--- config.mk ---
export PLATFORM = sky130hd
export DESIGN_NAME = pipe_ctrl
export DESIGN_NICKNAME = d
export VERILOG_FILES = /design/src/rtl/pipe_ctrl_pkg.sv /design/src/rtl/pipe_ctrl.sv
export SDC_FILE = /design/constraint.sdc
export NUM_CORES = 1
export LEC_CHECK = 0
export CORE_ASPECT_RATIO = 0.9
export CORE_UTILIZATION = 32
export CTS_CLUSTER_DIAMETER = 100
export CTS_CLUSTER_SIZE = 24
export DETAILED_ROUTE_END_ITERATION = 6
export GPL_TIMING_DRIVEN = 0
export PLACE_DENSITY = 0.78
export SYNTH_ARGS = -nofsm -noshare
export SYNTH_HDL_FRONTEND = slang
export SYNTH_SLANG_ARGS = --single-unit
--- constraint.sdc ---
create_clock -name clk -period 2.6 [get_ports clk]
set_clock_uncertainty 0.05 [all_clocks]
set_input_delay 0.52 -clock clk [delete_from_list [all_inputs] [get_ports clk]]
set_output_delay 0.52 -clock clk [all_outputs]
set_load 0.1 [all_outputs]
--- src/rtl/pipe_ctrl_pkg.sv ---
// Shared types and constants for the pipeline hazard / divide controller.
package pipe_ctrl_pkg;

    // Divide tracking FSM states.
    typedef enum logic [1:0] {
        StIdle = 2'd0,
        StBusy = 2'd1,
        StWb   = 2'd2
    } div_state_e;

    localparam logic        WriteEnable       = 1'b1;
    localparam logic        WriteDisable      = 1'b0;
    localparam logic [4:0]  ZeroReg           = 5'd0;
    localparam logic [31:0] ZeroWord          = 32'd0;
    localparam int unsigned DivTimeoutDefault = 64;

    // Wait counter width: enough for the timeout value, never below 6 bits.
    function automatic int unsigned cnt_width(input int unsigned timeout);
        int unsigned w;
        w = $clog2(timeout);
        return (w < 6) ? 6 : w;
    endfunction

endpackage

--- src/rtl/pipe_ctrl.sv ---
// Pipeline control: multi-cycle divide tracking, write-back port arbitration,
// RAW stall against the pending divide destination, and jump/flush gating.
module pipe_ctrl
    import pipe_ctrl_pkg::*;
#(
    parameter int unsigned DIV_TIMEOUT = DivTimeoutDefault
) (
    input  logic        clk,
    input  logic        rst,
    input  logic        ex_div_start_i,
    input  logic [4:0]  ex_div_rd_i,
    input  logic        ex_we_i,
    input  logic [4:0]  ex_waddr_i,
    input  logic [31:0] ex_wdata_i,
    input  logic        ex_jump_i,
    input  logic [31:0] ex_jump_addr_i,
    input  logic [4:0]  id_raddr1_i,
    input  logic [4:0]  id_raddr2_i,
    input  logic        div_done_i,
    input  logic [31:0] div_result_i,
    output logic        div_start_o,
    output logic        stall_o,
    output logic        flush_o,
    output logic        jump_o,
    output logic [31:0] jump_addr_o,
    output logic        reg_we_o,
    output logic [4:0]  reg_waddr_o,
    output logic [31:0] reg_wdata_o,
    output logic        div_busy_o,
    output logic        div_timeout_o
);

    localparam int unsigned     CntW    = cnt_width(DIV_TIMEOUT);
    localparam logic [CntW-1:0] CntLast = CntW'(DIV_TIMEOUT - 1);

    div_state_e      r_state, w_state_next;
    logic [CntW-1:0] r_cnt, w_cnt_next;
    logic [4:0]      r_div_rd, w_div_rd_next;
    logic [31:0]     r_div_result, w_div_result_next;
    logic            r_timeout, w_timeout_next;

    logic w_busy;
    logic w_raw;
    logic w_stall;

    // State register; reset drops any in-flight divide immediately.
    always_ff @(posedge clk or posedge rst) begin
        if (rst) begin
            r_state      <= StIdle;
            r_cnt        <= '0;
            r_div_rd     <= ZeroReg;
            r_div_result <= ZeroWord;
            r_timeout    <= 1'b0;
        end else begin
            r_state      <= w_state_next;
            r_cnt        <= w_cnt_next;
            r_div_rd     <= w_div_rd_next;
            r_div_result <= w_div_result_next;
            r_timeout    <= w_timeout_next;
        end
    end

    // Next-state: start in IDLE, count/complete/time out in BUSY, one WB cycle.
    always_comb begin
        w_state_next      = r_state;
        w_cnt_next        = r_cnt;
        w_div_rd_next     = r_div_rd;
        w_div_result_next = r_div_result;
        w_timeout_next    = 1'b0;
        case (r_state)
            StIdle: begin
                if (ex_div_start_i) begin
                    w_state_next  = StBusy;
                    w_div_rd_next = ex_div_rd_i;
                    w_cnt_next    = '0;
                end
            end
            StBusy: begin
                w_cnt_next = r_cnt + 1'b1;
                // A done arriving on the last allowed cycle still completes.
                if (div_done_i) begin
                    w_div_result_next = div_result_i;
                    w_state_next      = StWb;
                end else if (r_cnt == CntLast) begin
                    w_state_next   = StIdle;
                    w_timeout_next = 1'b1;
                end
            end
            StWb: begin
                w_state_next = StIdle;
            end
            default: begin
                w_state_next = StIdle;
            end
        endcase
    end

    // Hazard detection; built only from state and EX/ID inputs, never from jump/flush.
    always_comb begin
        w_busy  = (r_state != StIdle);
        w_raw   = w_busy && (r_div_rd != ZeroReg) &&
                  ((id_raddr1_i == r_div_rd) || (id_raddr2_i == r_div_rd));
        w_stall = ((r_state == StWb) && ex_we_i) || (w_busy && ex_div_start_i) || w_raw;
    end

    // Outputs; everything forced low while reset is held.
    always_comb begin
        div_start_o   = 1'b0;
        stall_o       = 1'b0;
        flush_o       = 1'b0;
        jump_o        = 1'b0;
        jump_addr_o   = ZeroWord;
        reg_we_o      = WriteDisable;
        reg_waddr_o   = ZeroReg;
        reg_wdata_o   = ZeroWord;
        div_busy_o    = 1'b0;
        div_timeout_o = 1'b0;
        if (!rst) begin
            div_start_o   = (r_state == StIdle) && ex_div_start_i;
            stall_o       = w_stall;
            // A stalled jump stays in EX and is presented again next cycle.
            jump_o        = ex_jump_i && !w_stall;
            flush_o       = ex_jump_i && !w_stall;
            jump_addr_o   = ex_jump_addr_i;
            div_busy_o    = w_busy;
            div_timeout_o = r_timeout;
            if (r_state == StWb) begin
                // Divide owns the write port; a colliding EX write is held by the stall.
                reg_we_o    = (r_div_rd != ZeroReg) ? WriteEnable : WriteDisable;
                reg_waddr_o = r_div_rd;
                reg_wdata_o = r_div_result;
            end else begin
                reg_we_o    = (ex_we_i && !w_stall) ? WriteEnable : WriteDisable;
                reg_waddr_o = ex_waddr_i;
                reg_wdata_o = ex_wdata_i;
            end
        end
    end

endmodule

After elaboration in Yosys (flattened, before gate mapping)

Cells that the tools add are included.

Eq/ne operators: 7
Add/sub/neg operators: 1
Reductions and logical operators: 19
Mux-type cells: 23

Operators with widths:

| operator                                            | count |
|---|---|
| two-way mux 32 bit                                  | 3 |
| two-way mux 1 bit                                   | 12 |
| one-hot mux 6 bit (2 select lines)                  | 1 |
| equality test 5 bit                                 | 2 |
| two-way mux 5 bit                                   | 2 |
| AND reduction 2 bit                                 | 4 |
| logical AND 1 bit                                   | 7 |
| adder 6 x 1 -> 6 bit, second input constant         | 1 |
| equality test 6 bit, second input constant          | 1 |
| two-way mux 2 bit                                   | 3 |
| two-way mux 6 bit                                   | 1 |
| nonzero test 5 bit                                  | 1 |
| one-hot mux 2 bit (2 select lines)                  | 1 |
| nonzero test 2 bit                                  | 2 |
| logical OR 1 bit                                    | 3 |
| inequality test 3 bit, second input constant        | 1 |
| equality test 2 x 1 -> 1 bit, second input constant | 1 |
| equality test 2 bit, second input constant          | 1 |
| zero test 2 bit                                     | 1 |
| inequality test 2 bit, second input constant        | 1 |
| zero test 1 bit                                     | 1 |

Word-level logic and storage cells: 55
Bits in registers: 46
Input port bits: 122
Output and inout bits: 76

Logic depth before layout (Yosys ltp)

Gate-level depths: netlist of the first run.

Word-level depth: 9
Gate-level depth with buffers: 6
Gate-level depth less buffers: 5

Worst setup path before layout of the first run

No wires, ideal clock.

Path type: input to output
Start point: in rst
End point: out stall_o
Slack: -2.275 ns
Arrival time: 4.305 ns
Stages: 3
Buffers on the path: 1
Cell sequence: clkbuf_1 nor2_1 a21boi_0

Word-level cells in the longest chain between the ends: 1

RTL lines:

| item              | line             | source |
|---|---|---|
| from (decl)       | pipe_ctrl.sv:9   | `input logic rst,` |
| two-way mux 1 bit | pipe_ctrl.sv:118 | `if (!rst) begin` |
| to (decl)         | pipe_ctrl.sv:22  | `output logic stall_o,` |

Every way passes these cells.

Final worst setup path of the first run

Start point: reg r_div_rd[0]
End point: out jump_o

Word-level cells in the longest chain between the ends: 7
Elaborated cells between the ends (all ways): 10
Classes of those cells: eq/ne (2); mux (1); reduce/logical (7)

RTL lines:

| item                                                             | line                               | source |
|---|---|---|
| from (decl)                                                      | pipe_ctrl.sv:38                    | `logic [4:0] r_div_rd, w_div_rd_next;` |
| from (signal assigned)                                           | pipe_ctrl.sv:51                    | `r_div_rd <= ZeroReg;` |
| from (signal assigned)                                           | pipe_ctrl.sv:57                    | `r_div_rd <= w_div_rd_next;` |
| equality test 5 bit / nonzero test 5 bit (equally long branches) | pipe_ctrl.sv:102, pipe_ctrl.sv:101 |  |
| logical OR 1 bit / logical AND 1 bit (equally long branches)     | pipe_ctrl.sv:102, pipe_ctrl.sv:101 |  |
| logical AND 1 bit *                                              | pipe_ctrl.sv:101                   | `w_raw = w_busy && (r_div_rd != ZeroReg) &&` |
| logical OR 1 bit *                                               | pipe_ctrl.sv:103                   | `w_stall = ((r_state == StWb) && ex_we_i) \|\| (w_busy && ex_div_start_i) \|\| w_raw;` |
| zero test 1 bit *                                                | pipe_ctrl.sv:122                   | `jump_o = ex_jump_i && !w_stall;` |
| logical AND 1 bit *                                              | pipe_ctrl.sv:122                   |  |
| two-way mux 1 bit *                                              | pipe_ctrl.sv:118                   |  |
| to (decl)                                                        | pipe_ctrl.sv:24                    | `output logic jump_o,` |

Every way passes the cells marked *; elsewhere a longest branch is shown, timed or not.

==> results by group, run 1 <==
Outcome
  • Status: finished with violations
  • Failing checks: negative setup slack

Setup path
  • Slowest CP cell: or4_4
  • Worst Path Required: 2.03 ns
  • CP peak stage delay: 0.54 ns
  • Top fanout value on the critical path: 3
  • Cell family contributing the most delay on the critical path: simple AND/OR/NAND/NOR gates
  • Worst Reg2Reg Path Length in Cells: 5
  • Worst path cell trace: or4_4 -> nor2_4 -> nor3_2 -> a21oi_2 -> a32o_4 -> buf_12 -> buf_12
  • Buf/Inv on CP: 2
  • Setup crit end kind: output port
  • R2r endpoint: r_div_result[27]
  • Worst Setup SP: r_div_rd[0]
  • Worst reg2reg setup slack: 0.83 ns
  • RR Startpoint: r_state[0]
  • Most used cell, CP: buf_12
  • Crit path DAT: 2.13 ns
  • Setup Crit Path Kind: flip-flop to output port
  • CP startpoint kind: flip-flop

STA
  • Fin crit share: 104%
  • Final setup fails: 4
  • Endpoints failing hold: 0
  • Worst Tran Pin Value: 0.993 ns
  • Max_slew headroom: 34.1%
  • Final total negative setup slack: -0.196 ns
  • Slew Viols, Final: 0
  • Highest clock rate: 0.370 GHz
  • RSZ-0062 raised after global routing: true
  • Post-layout minimum cycle time: 2.70 ns
  • Min Hold Slack: 0.290 ns
  • Worst setup margin: -0.102 ns

Routing
  • Detail Route Antenna Nets: 0
  • Routed vias/inst: 4.87
  • DR WL/cell: 15.9 microns
  • Post-route DRC: 0
  • Drt pass-1 iters: 4
  • Routed wire length: 9880 microns
  • Via count: 3021
  • Initial DRC Count: 47

Global route
  • Grt met3 use: 6.58%
  • Met2 usage: 41.1%
  • GR Util met1: 23.5%
  • Number of global-route vias before repair: 2991
  • Pin count of the biggest net entering global routing: 25
  • Initial antenna violation count: 0
  • Overflow after GRT: 0
  • GRT Max-Usage Layer: met2
  • First-pass GRT wire length: 14800 microns
  • Overall routing resource usage: 21.7%

Placement
  • Routability congestion estimate: 0.864
  • Hpwl dp: 7440 microns
  • IO buf count: 196
  • Placed Area: 0.00507 sq mm

Synthesis
  • Post-synthesis cell type count: 32
  • Syn Nets: 435
  • Synth Register Bits: 46
  • Total of warnings raised by yosys: 0
  • Cell count after synthesis: 312
  • Syn Area/Cell: 8.74 sq um
  • Sequential fraction of the synthesis area: 42.2%
  • Mapped Area: 0.00273 sq mm

Clock network
  • Clock Latency Late Sink: 0.29 ns
  • Clock transition at path regs: 0.09 ns
  • TritonCTS clock tree: done
  • TritonCTS buffer count: 5
  • H-tree Lvls: 2
  • Clock sink total: 46
  • Clock root buffer: clkbuf_8
  • Count of hold-fix buffers inserted at cts: 0
  • Max Root-Sink Buffers: 2

Die
  • Die Area: 0.00890 sq mm
  • Die H: 89.6 microns
  • FP Rows: 31
  • Initial core utilization: 33.5%
  • Top Ports: 198
  • Core ar.: 0.00815 sq mm
  • Die Wd: 99.3 microns

Cells and area
  • N_diodes: 0
  • Area of the multi-input gates: 0.00172 sq mm
  • Final Util: 64.1%
  • Nets: 644
  • Final non-filler cell area: 0.00523 sq mm
  • Fillers: 726
  • Layout cell share with drive strength beyond 1: 37.0%
  • Storage element area: 0.00115 sq mm
  • Layout area overhead: 91.6%

Power
  • Maximum VDD drop: 0.385 mV
  • Tot Pwr: 4.00 mW
  • Leakage Power: 2.27 nW
  • Power Density: 766 mW/mm^2

Hold path
  • Worst hold path class: primary input to asynchronous set/reset pin

Run
  • Max-Cap Viols: 0
==> layout by cell type, fill, tap and decap left out, types with 2 or more instances in the layout <==
cell type	Yosys	layout
nand2b_1	2	2
clkdlybuf4s18_2	0	4
nand3_1	2	2
dfrtp_1	46	44
nand4_1	3	3
clkdlybuf4s50_1	0	119
buf_4	1	13
buf_2	6	12
buf_6	0	22
nor3_1	3	2
nor2_2	1	2
a31oi_1	2	2
buf_12	0	5
clkbuf_8	0	6
nand2_1	81	81
clkbuf_2	0	11
nor2b_2	0	30
clkdlybuf4s15_2	0	3
clkbuf_1	10	6
dlygate4sd2_1	0	23
nor2_1	6	4
a21oi_1	39	9
xor2_1	8	8
mux2_2	37	37
clkinvlp_4	0	2
a21oi_2	1	31
nor2b_1	37	7
o21ai_0	7	7
xnor2_1	3	2
clkbuf_4	0	2
dfrtp_2	0	2
==> metal layers <==
layer | routed length [microns] | up-vias
met3 | 833 | 20
met2 | 5030 | 143
met4 | 232 | 0
met5 | 0 | -
met1 | 3780 | 1396
li1 | - | 1462
==> Yosys cell counts <==
cell | number | area, sq um
nor2_1 | 6 | 22.5
nor2_2 | 1 | 6.26
nor4_1 | 1 | 6.26
a21boi_0 | 1 | 7.51
ha_1 | 1 | 12.5
buf_2 | 6 | 30.0
nor3_1 | 3 | 15.0
xor2_1 | 8 | 70.1
a41o_1 | 1 | 10.0
a31oi_1 | 2 | 12.5
a32o_1 | 1 | 10.0
a2111oi_0 | 1 | 8.76
a21oi_1 | 39 | 195
nand2b_1 | 2 | 12.5
nor4b_1 | 1 | 8.76
or4_1 | 1 | 7.51
nand2_1 | 81 | 304
a21oi_2 | 1 | 8.76
and3_1 | 1 | 6.26
a311o_1 | 1 | 10.0
o21ai_0 | 7 | 35.0
buf_1 | 4 | 15.0
dfrtp_1 | 46 | 1150
inv_1 | 2 | 7.51
clkbuf_1 | 10 | 37.5
buf_4 | 1 | 7.51
nand2_2 | 1 | 6.26
nor2b_1 | 37 | 231
xnor2_1 | 3 | 26.3
nand3_1 | 2 | 10.0
mux2_2 | 37 | 417
nand4_1 | 3 | 18.8
==> worst reg2reg max path, stage by stage (launching register included) <==
cell	delay, ns
dfrtp_1	0.46
nor2b_1	0.16
buf_2	0.17
nand2_2	0.17
buf_2	0.29
mux2_2	0.37
==> worst max-delay path by stage <==
stage / endpoint / slack (ns) / cells past startpoint
floorplan: reg_waddr_o[4] / -0.31 / 3
global placement: jump_o / -1.29 / 5
detailed placement: jump_o / -1.32 / 5
CTS: jump_o / -0.1 / 7
global route: jump_o / -0.16 / 7
finish: jump_o / -0.10 / 7
==> logic make-up after synthesis <==
| kind of cell | after synthesis | share of synthesized area (%) |
|---|---|---|
| xor gates and xnor gates | 11 | 3.53 |
| adders and majority gates | 1 | 0.459 |
| AOI/OAI and AO/OA | 54 | 10.9 |
| and+or+nand+nor | 140 | 24.0 |
| muxes | 37 | 15.3 |
| buffers and inverters | 23 | 3.58 |
| DFF | 46 | 42.2 |
==> state kept, by name (all words and copies together) (netlist names) <==
name and cells:
r_div_result 32, r_cnt 6, r_div_rd 5, r_state 2
r_timeout 1
==> per-stage QoR <==
step                cells  setup slack, ns
global route          620           -0.163
CTS                   620          -0.0962
finish                620           -0.102
global placement      607            -1.29
floorplan             312           -0.314
detailed placement    607            -1.32
==> timing repair <==
| item | in CTS | in global routing |
|---|---|---|
| cloned | 1 | 0 |
| setup endpoints to repair | 76 | 49 |
| setup buffers | 5 | 0 |
| pin swaps | 5 | 4 |
| gates resized for setup | 295 | 53 |
==> power by group <==
group	internal, mW	switching (mW)	leakage [nW]	total [mW]
registers	1.03	0.210	0.552	1.24
clock network	0.308	0.241	0.0573	0.549
logic	0.839	1.37	1.66	2.21
==> area by class of cell <==
| class | instances | area share (%) |
|---|---|---|
| Sequential cell | 46 | 22.1 |
| Timing Repair inverter | 1 | 0.144 |
| Timing Repair Buffer | 201 | 37.5 |
| Clock inverter | 1 | 0.575 |
| Inverter | 2 | 0.216 |
| Multi-Input combinational cell | 243 | 33.0 |
| Buffer | 21 | 2.56 |
| Tap cell | 99 | 2.37 |
| Clock buffer | 6 | 1.58 |
(Power assumes the default switching activity.)
==> inputs of run 2 (changes only) <==
GPL_ROUTABILITY_DRIVEN = 1   (was default)
==> results of run 2 <==
No change in the layout: final DEF, timing and power equal those of run 1.
